File: src/rtl/spi_segment_frontend.sv
// spi_segment_frontend: decodes the SPI host byte stream per frame,
// assembles fixed-size records and pushes them atomically downstream.
`timescale 1ns/1ps
module spi_segment_frontend #(
    parameter int RECORD_BYTES = 4,
    parameter int COUNT_BITS   = 16
) (
    input  logic                      clk,
    input  logic                      rst_n,
    input  logic                      spi_cs,
    input  logic [7:0]                rx_data,
    input  logic                      rx_valid,
    output logic [7:0]                tx_data,
    input  logic [7:0]                free_slots,
    input  logic                      rec_ready,
    output logic                      rec_valid,
    output logic [8*RECORD_BYTES-1:0] rec_data,
    output logic                      fifo_flush,
    output logic [7:0]                flags,
    output logic [COUNT_BITS-1:0]     rec_count
);

    localparam int RW = 8 * RECORD_BYTES;
    localparam int IW = (RECORD_BYTES > 1) ? $clog2(RECORD_BYTES) : 1;
    localparam logic [IW-1:0] LAST = IW'(RECORD_BYTES - 1);

    typedef enum logic [2:0] {
        S_IDLE,
        S_CMD,
        S_WRITE,
        S_STATUS,
        S_DRAIN
    } state_t;

    state_t        state;
    state_t        state_nxt;
    logic [IW-1:0] idx;
    logic [RW-1:0] asm_buf;
    logic [RW-1:0] asm_nxt;
    logic [2:0]    flg;
    logic [2:0]    flg_set;
    logic [2:0]    flg_nxt;
    logic          flg_clr;
    logic          push;
    logic          flush;
    logic          wr_start;
    logic          wr_byte;
    logic [7:0]    tx_nxt;

    // Command decode, write assembly and flag updates for this cycle
    always_comb begin
        state_nxt = state;
        flg_set   = 3'b000;
        flg_clr   = 1'b0;
        push      = 1'b0;
        flush     = 1'b0;
        wr_start  = 1'b0;
        wr_byte   = 1'b0;
        asm_nxt   = asm_buf;
        for (int i = 0; i < RECORD_BYTES; i++) begin
            if (idx == IW'(i)) asm_nxt[i*8 +: 8] = rx_data;
        end
        if (spi_cs) begin
            state_nxt = S_IDLE;
            if (state == S_WRITE && idx != '0) flg_set[1] = 1'b1;
        end else begin
            unique case (state)
                S_IDLE: state_nxt = S_CMD;
                S_CMD: begin
                    if (rx_valid) begin
                        unique case (rx_data)
                            8'h00: state_nxt = S_CMD;
                            8'h01: state_nxt = S_STATUS;
                            8'h02: begin
                                state_nxt = S_WRITE;
                                wr_start  = 1'b1;
                            end
                            8'h03: flg_clr = 1'b1;
                            8'h04: flush = 1'b1;
                            default: begin
                                flg_set[2] = 1'b1;
                                state_nxt  = S_DRAIN;
                            end
                        endcase
                    end
                end
                S_WRITE: begin
                    if (rx_valid) begin
                        wr_byte = 1'b1;
                        if (idx == LAST) begin
                            if (rec_ready) push = 1'b1;
                            else flg_set[0] = 1'b1;
                        end
                    end
                end
                S_STATUS: if (rx_valid) state_nxt = S_CMD;
                S_DRAIN: state_nxt = S_DRAIN;
                default: state_nxt = S_IDLE;
            endcase
        end
        flg_nxt = (flg_clr ? 3'b000 : flg) | flg_set;
        unique case (1'b1)
            state_nxt == S_STATUS: tx_nxt = {5'b0, flg_nxt};
            state_nxt == S_DRAIN:  tx_nxt = 8'h00;
            default:               tx_nxt = free_slots;
        endcase
    end

    // State, byte index, assembly buffer and all registered outputs
    always_ff @(posedge clk or negedge rst_n) begin
        if (!rst_n) begin
            state      <= S_IDLE;
            idx        <= '0;
            asm_buf    <= '0;
            flg        <= 3'b000;
            tx_data    <= 8'h00;
            rec_valid  <= 1'b0;
            rec_data   <= '0;
            fifo_flush <= 1'b0;
            rec_count  <= '0;
        end else begin
            state      <= state_nxt;
            flg        <= flg_nxt;
            tx_data    <= tx_nxt;
            rec_valid  <= push;
            fifo_flush <= flush;
            if (spi_cs || wr_start) begin
                idx <= '0;
            end else if (wr_byte) begin
                asm_buf <= asm_nxt;
                idx     <= (idx == LAST) ? '0 : idx + IW'(1);
            end
            if (push) begin
                rec_data  <= asm_nxt;
                rec_count <= rec_count + COUNT_BITS'(1);
            end
        end
    end

    assign flags = {5'b00000, flg};

endmodule

File: config.mk
export PLATFORM = sky130hd
export DESIGN_NAME = spi_segment_frontend
export DESIGN_NICKNAME = d
export VERILOG_FILES = /design/src/rtl/spi_segment_frontend.sv
export SDC_FILE = /design/constraint.sdc
export NUM_CORES = 1
export LEC_CHECK = 0
export ABC_AREA = 1
export CAP_MARGIN = 10
export CORE_ASPECT_RATIO = 0.5
export CORE_MARGIN = 2
export CORE_UTILIZATION = 43
export CTS_BUF_LIST = sky130_fd_sc_hd__clkbuf_8
export DETAILED_ROUTE_END_ITERATION = 7
export PLACE_DENSITY = 0.7
export SLEW_MARGIN = 20
export SYNTH_ARGS = -nofsm -noshare
export SYNTH_HDL_FRONTEND = slang
export SYNTH_SLANG_ARGS = --single-unit
File: constraint.sdc
create_clock -name clk -period 1.6 [get_ports clk]
set_clock_uncertainty 0.05 [all_clocks]
set_input_delay 0.32 -clock clk [delete_from_list [all_inputs] [get_ports clk]]
set_output_delay 0.32 -clock clk [all_outputs]
set_load 0.1 [all_outputs]
Word level (Yosys, flattened, before mapping)
Cells that the tools add are included.
{"block": "op_classes", "n_eq_ne": 13, "n_reduce_logical": 10, "div_mod_pow": 0, "n_lt_le_gt_ge": 0, "bitwise_logic": 2, "n_shift": 0, "multipliers": 0, "addsub": 2, "n_mux": 45}
{"operator": "$mux 8", "n": 4}
{"operator": "$mux 1", "n": 31}
{"operator": "$add 16x1->16 const B", "n": 1}
{"operator": "$eq 8x2->1 const B", "n": 2}
{"operator": "$pmux 8 s2", "n": 1}
{"operator": "$pmux 3 s5", "n": 1}
{"operator": "$mux 3", "n": 4}
{"operator": "$pmux 3 s4", "n": 1}
{"operator": "$eq 3x2->1 const B", "n": 3}
{"operator": "$eq 8x1->1 const B", "n": 1}
{"operator": "$eq 8x3->1 const B", "n": 1}
{"operator": "$logic_not 8->1", "n": 1}
{"operator": "$eq 3x3->1 const B", "n": 2}
{"operator": "$mux 2", "n": 3}
{"operator": "$reduce_or 5->1", "n": 1}
{"operator": "$eq 2x2->1 const B", "n": 2}
{"operator": "$reduce_bool 2->1", "n": 2}
{"operator": "$eq 3x1->1 const B", "n": 1}
{"operator": "$logic_not 3->1", "n": 1}
{"operator": "$or 3x3->3", "n": 1}
{"operator": "$add 2x1->2 const B", "n": 1}
{"operator": "$eq 2x1->1 const B", "n": 1}
{"operator": "$logic_not 2->1", "n": 1}
{"operator": "$reduce_and 2->1", "n": 1}
{"operator": "4 further kinds", "n": 4}
{"block": "totals", "mem_bits_ro": 0, "elab_cells": 81, "regBits": 98, "memories": 0, "latch_bits": 0, "inputBits": 21, "output_inout_bits": 66, "ram_bits": 0}

Logic depth before layout (Yosys ltp)
{"block": "logic_depth", "ltp_word": 8, "mapped_depth": 10, "ltp_nobuf": 10}

Worst setup path before layout
No wires, ideal clock.
{"block": "synth_timing", "path_kind": "reg-to-reg", "start": "reg rec_count[0]", "end": "reg rec_count[10]", "slack_ps": -434, "arrival_time_ps": 1822, "period_less_slack_ps": 2034, "required_time_ps": 1387, "stages_incl_launch_ff": 7, "setup_ps": 163, "path_buffers": 0, "cell_sequence": "dfrtp_1 ha_1 nand3_1 nor2_1 nand2_1 nor3_2 xor2_1"}
{"block": "synth_between", "elab_chain_len": 1}
{"item": "start: declaration", "line_no": "20", "rtl": "output logic [COUNT_BITS-1:0] rec_count"}
{"item": "start signal: assignment", "line_no": "135", "rtl": "rec_count <= rec_count + COUNT_BITS'(1);"}
{"item": "$add 16x1->16", "line_no": "135"}
Every way passes these cells.
A chain may end at the register's enable or synchronous reset.

Final worst setup path
{"block": "layout_timing", "start": "reg state[1]", "end": "reg rec_data[8]"}
{"block": "layout_between", "elab_chain_len": 3}
{"item": "start: declaration", "line_no": "35", "rtl": "state_t state;"}
{"item": "start signal: assignment", "line_no": "122", "rtl": "state <= state_nxt;"}
{"item": "$eq 3x2->1", "line_no": "67", "rtl": "unique case (state)"}
{"item": "$mux 1", "line_no": "67"}
{"item": "$mux 1", "line_no": "63", "rtl": "if (spi_cs) begin"}
{"item": "end signal: assignment", "line_no": "134", "rtl": "rec_data <= asm_nxt;"}
{"item": "end: declaration", "line_no": "17", "rtl": "output logic [8*RECORD_BYTES-1:0] rec_data,"}
Every way passes these cells.

==> reports/qor.csv <==
stage,metric,value,unit
sta,Fin Setup TNS,0,ps
cts,clock tree buffer depth,2,
yosys,Post-Synthesis Cells,536,
min_path,HP Class,primary input to async pin,
sta,final slew viol count,0,
worst_setup_path,Worst Setup Start Kind,flop,
pwr,Int Power,3.49,mW
placed_design,PortBufs,81,
outcome,outcome,finished clean,
worst_setup_path,crit end category,flop,
yosys,Netlist cell types,27,
sta,Final Worst Setup Slack,14.1,ps
finish,area delta synth->final,48.7,%
yosys,Synth area leader,dfrtp_1,
die,DIE HEIGHT,75.7,um
die,Die X,147,um
routing,DRC,0,
pwr,Sw Share,27.4,%
pwr,P_leak,3.19,nW
pwr,Comb pwr share,13.4,%
die,die area,11200,sq um
routing,initial drt markers,271,
routing,Final ANT Viol Nets,0,
yosys,synth top area cells,"dfrtp_1, nand2_1, o21ai_0, inv_1, nor2_1",
job,Max-Cap Viols,0,
cts,H-tree depth,3,
yosys,Netlist Area Pre-Place,4420,sq um
global_routing,initial antenna violation count,0,
global_routing,first-pass GRT wire length,17.7,mm
cts,CTS tree,done,
finish,Nets,672,
pwr,Peak VDD IR,0.421,mV
yosys,synthesis warning total,0,
routing,Avg WL per Cell,13.1,um
routing,DR pass1 iterations,5,
yosys,sequential share of the synthesized area,53.7,%
placed_design,DP HPWL,7.54,mm
worst_setup_path,slowest CP cell,dfrtp_1,
die,row count,26,
die,Initial Util,43.7,%
finish,ant diodes,0,
worst_setup_path,CP peak stage delay,410,ps
yosys,post-synthesis average cell area,8.25,sq um
sta,final setup vio count,0,
cts,clk_lat worst skew,370,ps
routing,vias per cell,4.77,
finish,Layout fillers,788,
routing,WL final,10.4,mm
global_routing,total grt overflow,0,
die,io pins,87,
global_routing,GR Util All Layers,20.1,%
yosys,#FFs+latches synth,95,
routing,DR vias,3770,
worst_setup_path,Top delay family on crit path,simple AND/OR/NAND/NOR gates,
global_routing,vias in the first global route,3628,
cts,"Reg clk slew, reported paths",90,ps
pwr,Clock power frac,34.6,%
worst_setup_path,CP max FO,37,
sta,fin crit share,99.1,%
finish,layout cells sized above 1,25.7,%
pwr,part of the power in registers,52.0,%
pwr,pwr dens,731,nW/um^2
pwr,Switch Pwr,1.32,mW
cts,clock sinks,95,
yosys,share of the synthesized area in the top cell type,53.7,%
sta,Final min period,1590,ps
cts,cts bufs inserted,9,
placed_design,dpl ws,-460,ps
worst_setup_path,critical-path cell list,"inv_2, nor2_4, nand3_4, nor2_4, inv_2, buf_12, nand2_1, o21ai_1",
worst_setup_path,Worst Path Buf+Inv,3,
placed_design,Final GP Congestion,0.899,
die,core area,10100,sq um
worst_setup_path,WS Path Type,flop to flop,
global_routing,largest net degree at the start of global routing,41,
sta,Final Hold Vio Count,0,
sta,RSZ-0062 raised after global routing,true,
sta,max frequency,0.631,GHz
worst_setup_path,Crit path arrival time,1790,ps
cts,root buf cell,clkbuf_8,
worst_setup_path,Required @ worst endpoint,1810,ps
-- routing by layer --
metal / vias to the layer above / part of all wire [%] / track usage [%]
met1: 1772 / 45 / 25.9
met2: 104 / 48 / 34.4
met5: - / 0 / 0
met3: 20 / 5.6 / 5.45
met4: 0 / 2.0 / 5.77
li1: 1874 / - / -
-- path summary, 6_finish.rpt --
kind,from,end,slack [ps],cells past startpoint
max,state[1],rec_data[8],10,8
min in group clk,rx_data[1],rec_data[25],350,4
min,rst_n,tx_data[7],300,2
min reg2reg,asm_buf[6],asm_buf[6],440,2
max in group asynchronous,rst_n,rec_count[14],700,3
max reg2reg,state[1],rec_data[8],10,8
-- power by group through the flow --
stage | Sequential, mW | Clock [mW] | Combinational [mW]
6_report | 2.50 | 1.66 | 0.645
5_1_grt | 2.51 | 1.78 | 0.698
4_1_cts | 2.50 | 1.70 | 0.635
3_5_place_dp | 2.55 | 0 | 0.630
3_3_place_gp | 2.55 | 0 | 0.619
2_1_floorplan | 2.70 | 0 | 0.180
-- state kept, by name, summed over array words and instances, names as in the netlist --
name / cells
rec_valid: 1
flg: 3
idx: 2
rec_data: 32
state: 3
asm_buf: 29
tx_data: 8
fifo_flush: 1
rec_count: 16
-- kinds of logic (layout without fill, tap and decap cells) --
kind of cell,Yosys count,after routing,synth area share [%]
xor+xnor,14,14,2.77
other cells,1,5,0.0848
compound gates,87,87,10.3
flops,95,95,53.7
buf+inv,91,202,8.96
simple gates,243,243,22.8
fa+ha+maj,5,5,1.41
-- final cells by class --
| type | instances | area, sq um | area share (%) |
|---|---|---|---|
| clock buffer | 11 | 151 | 2.30 |
| clock inverter | 5 | 56.3 | 0.856 |
| inverter | 68 | 255 | 3.88 |
| multi-input combinational | 354 | 1740 | 26.5 |
| sequential | 95 | 2410 | 36.7 |
| tap | 140 | 175 | 2.66 |
| timing repair buffer | 118 | 1780 | 27.1 |
-- stage by stage --
| stage | hold WS [ps] | power, mW | instances | utilization (%) | area, sq um |
|---|---|---|---|---|---|
| after global routing | 309 | 4.99 | 791 | 65.0 | 6580 |
| after global placement | 164 | 3.17 | 772 | 61.7 | 6240 |
| final | 296 | 4.81 | 791 | 65.0 | 6580 |
| after floorplan | -25.6 | 2.88 | 540 | - | 4470 |
| after CTS | 299 | 4.83 | 789 | 64.0 | 6470 |
| after detailed placement | 169 | 3.18 | 772 | 61.7 | 6240 |
-- synthesized netlist by cell type, drive strengths merged --
cell	instances
nand2	168
dfrtp	95
o21ai	78
inv	67
nor2	44
nand3	18
buf	14
a21oi	9
clkbuf	9
nor3	9
xor2	9
ha	5
xnor2	5
nand4	3
clkinv	1
conb	1
nand3b	1
-- cell usage in the layout (no fill, tap or decap), types with 2 or more instances in the layout --
cell type,netlist,final
nand3_1,17,16
nand2_2,1,9
dfrtp_1,95,80
conb_1,1,5
o21ai_2,5,6
dfrtp_4,0,6
nor3_2,2,2
nor2_2,1,6
buf_4,5,31
nor2_1,40,32
clkbuf_8,0,11
a21oi_1,9,8
clkdlybuf4s50_1,0,13
nand4_1,3,3
xor2_1,9,9
nor3_1,7,6
o21ai_1,5,9
dfrtp_2,0,9
o21ai_0,68,63
inv_1,66,62
buf_12,0,66
nand2_1,167,159
ha_1,5,5
dlymetal6s2s_1,0,6
nor2_4,3,6
xnor2_1,5,5
inv_2,1,6
-- what timing repair did --
item / 4_1_cts / 5_1_grt
setup endpoints to repair: 22 / 77
pin swaps: 0 / 3
hold buffers: 1 / 0
buffers inserted: 0 / 2
gates resized for setup: 4 / 38
endpoints found under the hold margin: 15 / 0
Power figures use the tool's default switching activity.
